===== src/rtl/fifo_wr_arb.sv =====
// fifo_wr_arb: round-robin arbiter sharing the single FIFO write port among
// N producers. A requester that has just been granted keeps the port while it
// keeps requesting, for up to MAX_BURST consecutive words. After that the scan
// moves on to the other requesters. The grant is combinational, so the word is
// written on the same clock edge that grants it. A full FIFO freezes the
// arbitration state, so a burst resumes where it stopped once the stall clears.
module fifo_wr_arb #(
  parameter int N         = 4,
  parameter int DW        = 32,
  parameter int MAX_BURST = 4
) (
  input  logic                             clk,
  input  logic                             rst_n,
  input  logic [N-1:0]                     req,
  input  logic [N*DW-1:0]                  din,
  output logic [N-1:0]                     gnt,
  input  logic                             fifo_full,
  output logic                             fifo_we,
  output logic [DW-1:0]                    fifo_din,
  output logic [$clog2(MAX_BURST+1)-1:0]   burst_cnt
);

  localparam int IW = $clog2(N);
  localparam int BW = $clog2(MAX_BURST + 1);
  localparam logic [BW-1:0] MAX_BURST_C = BW'(MAX_BURST);
  localparam logic [IW-1:0] LAST_IDX_C  = IW'(N - 1);

  logic [IW-1:0] last_owner_r;
  logic [BW-1:0] burst_cnt_r;
  logic          locked_r;

  logic          grant_vld_s;
  logic [IW-1:0] grant_idx_s;
  logic          lock_hit_s;
  logic [N-1:0]  gnt_s;
  logic [DW-1:0] din_sel_s;

  // Index reached by stepping 'off' places past 'base', wrapping modulo N.
  function automatic logic [IW-1:0] rr_idx(input logic [IW-1:0] base, input int off);
    int sum;
    sum = int'(base) + off;
    if (sum >= N) begin
      sum = sum - N;
    end else begin
      sum = sum;
    end
    return IW'(sum);
  endfunction

  // Pick the winner: stall on full, else extend the current burst, else round-robin scan.
  always_comb begin
    logic [IW-1:0] cand_v;
    logic          take_v;
    grant_vld_s = 1'b0;
    grant_idx_s = {IW{1'b0}};
    lock_hit_s  = 1'b0;
    cand_v      = {IW{1'b0}};
    take_v      = 1'b0;
    if (fifo_full) begin
      grant_vld_s = 1'b0;
    end else if (locked_r && req[last_owner_r] && (burst_cnt_r < MAX_BURST_C)) begin
      grant_vld_s = 1'b1;
      grant_idx_s = last_owner_r;
      lock_hit_s  = 1'b1;
    end else begin
      // The previous owner is visited last, so it only wins again when nobody else asks.
      for (int o = 1; o <= N; o++) begin
        cand_v      = rr_idx(last_owner_r, o);
        take_v      = !grant_vld_s && req[cand_v];
        grant_idx_s = take_v ? cand_v : grant_idx_s;
        grant_vld_s = grant_vld_s | take_v;
      end
    end
  end

  // Decode the winner into a one-hot grant and steer its data slice to the FIFO.
  always_comb begin
    gnt_s     = {N{1'b0}};
    din_sel_s = {DW{1'b0}};
    for (int i = 0; i < N; i++) begin
      gnt_s[i]  = grant_vld_s && (grant_idx_s == IW'(i));
      din_sel_s = din_sel_s | (din[i*DW +: DW] & {DW{gnt_s[i]}});
    end
  end

  // Qualify with rst_n so an in-flight grant is withdrawn as soon as reset asserts.
  assign gnt       = gnt_s & {N{rst_n}};
  assign fifo_we   = |gnt;
  assign fifo_din  = din_sel_s & {DW{rst_n}};
  assign burst_cnt = burst_cnt_r;

  // Track the owner, its burst length and its lock; freeze everything during a full stall.
  always_ff @(posedge clk or negedge rst_n) begin
    if (!rst_n) begin
      last_owner_r <= LAST_IDX_C;
      burst_cnt_r  <= {BW{1'b0}};
      locked_r     <= 1'b0;
    end else if (grant_vld_s) begin
      locked_r <= 1'b1;
      if (lock_hit_s) begin
        // lock_hit_s already implies burst_cnt_r < MAX_BURST, so this saturates.
        burst_cnt_r <= burst_cnt_r + BW'(1'b1);
      end else begin
        last_owner_r <= grant_idx_s;
        burst_cnt_r  <= BW'(1'b1);
      end
    end else if (fifo_full) begin
      last_owner_r <= last_owner_r;
      burst_cnt_r  <= burst_cnt_r;
      locked_r     <= locked_r;
    end else begin
      // Idle cycle: the burst ends, but the round-robin position is kept.
      locked_r    <= 1'b0;
      burst_cnt_r <= {BW{1'b0}};
    end
  end

endmodule

===== config.mk =====
export PLATFORM = sky130hd
export DESIGN_NAME = fifo_wr_arb
export DESIGN_NICKNAME = d
export VERILOG_FILES = /design/src/rtl/fifo_wr_arb.sv
export SDC_FILE = /design/constraint.sdc
export NUM_CORES = 1
export LEC_CHECK = 0
export BUFFER_PORTS_ARGS = -buffer_cell sky130_fd_sc_hd__buf_2
export CORE_UTILIZATION = 40
export DETAILED_ROUTE_END_ITERATION = 10
export GPL_TIMING_DRIVEN = 0
export PLACE_DENSITY = 0.84
export SLEW_MARGIN = 10
export SYNTH_ARGS = -nofsm -noshare
export SYNTH_HDL_FRONTEND = slang
export SYNTH_SLANG_ARGS = --single-unit
export TNS_END_PERCENT = 20

===== constraint.sdc =====
create_clock -name clk -period 3.3 [get_ports clk]
set_clock_uncertainty 0.05 [all_clocks]
set_input_delay 0.66 -clock clk [delete_from_list [all_inputs] [get_ports clk]]
set_output_delay 0.66 -clock clk [all_outputs]
set_load 0.02 [all_outputs]

==> summary.txt <==
Final layout
  • Fillcell total: 309
  • Final core utilization: 83.4%
  • Area of combinational cells with multiple inputs: 0.00226 mm²
  • Post-route non-filler standard cell count: 534
  • Fraction of final layout cells with drive strength greater than 1: 67.9%
  • Layout Area Growth over Synthesis: 95.4%
  • Register area: 153 µm²
  • Total inserted antenna cells: 0
  • Final nets: 604

STA
  • Max-slew headroom at the worst pin: 69.3%
  • Min cycle time layout: 3.47 ns
  • Measured slew at the worst slew-check pin: 0.460 ns
  • Count of final hold-check violations: 0
  • Crit share post-route: 105%
  • Total of endpoints with negative setup slack in the final report: 36
  • Setup repair after global routing missed its margin: true
  • Fin. max-slew vios: 0
  • Max Clk Rate: 0.288 GHz
  • Least setup slack across all paths after layout: -0.170 ns

Synth
  • Number of different library cells in the post-synthesis netlist: 41
  • Register area share after synthesis: 7.33%
  • Average cell area after synthesis: 7.58 µm²
  • Number of synthesized register bits: 6
  • Number of enable flip-flop cells after synthesis: 0
  • Share of the synthesized area in the top cell type: 22.7%
  • Largest cells by area after synthesis: a221oi_1 (23%), and3_1 (20%), a221oi_2 (7.2%)
  • Cell type with the largest total area after synthesis: a221oi_1
  • Gate count of the mapped netlist: 275
  • Synth Flop Type: dfrtp_1
  • Leading post-synthesis cells by instance count: and3_1 (65), a221oi_1 (54), clkbuf_1 (25)
  • Share of flip-flops with an asynchronous set or reset after synthesis: 100%
  • Most frequent cell after synthesis: and3_1
  • Yosys synthesis warning count: 0
  • Cell Area, Synth: 0.00208 mm²
  • Syn_nets: 411

Status
  • Failing checks: negative setup slack
  • Status: finished with violations

Routing
  • First DRT Iteration DRCs: 240
  • 1st-pass router iterations: 5
  • Vias: 3476
  • Routed Antenna Nets: 0
  • DRC errors left: 0
  • Final wirelength: 11.0 mm
  • WL met2: 5.43 mm
  • Per-cell via count in the routed design: 6.51
  • Max Used Layer: met4
  • WL/cell: 20.7 µm
  • Length of routed met3 wiring: 850 µm
  • Routed length on met1: 4.30 mm

Floorplanning
  • Std cell rows: 25
  • Core area: 0.00488 mm²
  • Width of the chip: 74.2 µm
  • I/O pin count: 175
  • Height of the die: 74.2 µm
  • Die ar.: 0.00550 mm²
  • Effective utilization at floorplan: 42.7%

Clocking
  • Number of buffers between clock root and the deepest sink: 2
  • Clk_lat worst skew: 0.23 ns
  • Clock tree root buffer cell: clkbuf_8
  • Clock buffers created by TritonCTS: 3
  • Post-cts hold buffer count: 0
  • # clock sinks: 6
  • Clock slew seen by the registers of the worst setup and hold paths: 0.04 ns
  • Clock tree from TritonCTS: done
  • Clock H-tree levels: 1

Job
  • Max-Cap Viols: 0

Worst setup path
  • Register-to-register setup slack: 1.05 ns
  • Required time at the worst-slack endpoint: 2.59 ns
  • Depth of the worst register-to-register path: 9
  • Kind of critical path: in -> out
  • Worst setup SP type: primary input
  • Endpoint arrival time on the critical path: 2.76 ns
  • Highest net fanout along the worst path: 10
  • Endpoint kind of the worst setup timing path: primary output
  • Critical register-to-register path endpoint: last_owner_r[1]$_DFFE_PN1P_
  • Reg-to-reg critical path startpoint: last_owner_r[1]$_DFFE_PN1P_

Power and ir drop
  • Leakage power: 0.00194 µW
  • Ratio of total power to cell area: 979 mW/mm²
  • Total power draw: 3980 µW
  • Maximum VDD drop: 551 µV

Global route
  • Overall overflow remaining after global route: 0
  • Global-route usage over all layers: 33.4%
  • Maximum number of pins on one net before global-route repair: 11
  • Via count of the first global-routing pass: 3060
  • First-pass GRT wire length: 14.5 mm
  • Antenna violations before repair: 0

Placement
  • Placed wire-length estimate after detailed placement: 6.83 mm
  • Routability Congestion: 0.925
  • IO buf count: 172
  • Cell Count Post-Placement: 514

Hold path
  • Type of the worst min-delay path: in -> async
[worst max-delay path, stage by stage]
cell and delay, ns:
buf_6 0.12, or3b_4 0.40, o22ai_4 0.20, nor2_2 0.08, a22o_1 0.25, or3_1 0.37
buf_6 0.16, buf_6 0.16, o22ai_1 0.16, buf_4 0.18
[kinds of logic (layout without fill, tap and decap cells)]
kind of cell	count (synthesis)	after routing	share of synthesized area, %
buffers and inverters	45	237	10.3
XOR/XNOR	1	1	0.420
AO/OA/AOI/OAI	122	122	51.9
adder cells (fa/ha/maj)	1	1	0.601
AND/OR/NAND/NOR	96	96	26.7
multiplexers	4	4	2.70
flip-flops	6	6	7.33
[repair_timing]
item,4_1_cts,5_1_grt
setup buffers,12,4
cloned,1,0
pin swaps,6,9
setup endpoints to repair,36,36
resized for setup,129,72
[sequential cells by signal, indices dropped and copies added (netlist names)]
name and flops:
locked_r 1, last_owner_r 2, burst_cnt 3
[worst max path at each step]
stage	start	endpoint	slack [ns]	depth (start not counted)
after floorplan	req[1]	fifo_din[11]	-0.08	9
after global placement	req[3]	fifo_din[20]	-0.38	10
after detailed placement	req[3]	fifo_din[20]	-0.43	10
after CTS	req[3]	fifo_din[4]	-0.08	11
after global routing	last_owner_r[1]$_DFFE_PN1P_	fifo_din[2]	-0.26	9
final	req[1]	fifo_din[5]	-0.17	10
[power by group]
part	internal (µW)	total [µW]	switching (µW)	leakage [µW]
sequential	108	132	23.6	0.0000685
combinational	1670	3730	2060	0.00185
clock	83.4	119	35.2	0.0000228
total	1860	3980	2120	0.00194
[area by class of cell]
class                   instances  share of cell area [%]
repair buffers                189                    29.5
inverters                       7                   0.646
multi-input cells             224                    55.5
flip-flops and latches          6                    3.75
well taps                      67                    2.06
plain buffers                  37                    7.38
clock buffers                   4                    1.11
[stage by stage]
step | setup WS, ns | instance area, µm² | setup TNS (ns) | hold WS, ns
after floorplan | -0.0794 | 2080 | -1.41 | 0.314
after global routing | -0.256 | 4070 | -5.36 | 0.213
after global placement | -0.381 | 3030 | -10.99 | 0.441
after detailed placement | -0.431 | 3030 | -12.08 | 0.443
final | -0.170 | 4070 | -3.24 | 0.199
after CTS | -0.0760 | 3680 | -1.58 | 0.205
[layout by cell type (no fill, tap or decap), drive strengths merged, types with 3 or more instances in the layout]
master / count
nor3: 3
nand2b: 3
nand2: 10
dfrtp: 4
mux2: 3
and3: 65
o21ai: 6
o22ai: 33
a21oi: 4
inv: 7
nand3: 3
buf: 208
o211ai: 3
clkbuf: 22
nor2: 7
a221oi: 64
[metal layers]
layer,GRT usage [%],vias to the layer above
met2,57.0,258
met4,11.3,0
li1,-,1556
met1,42.9,1616
met3,4.61,46
met5,0,-
Note: power is estimated with default switching activity, not from simulation.
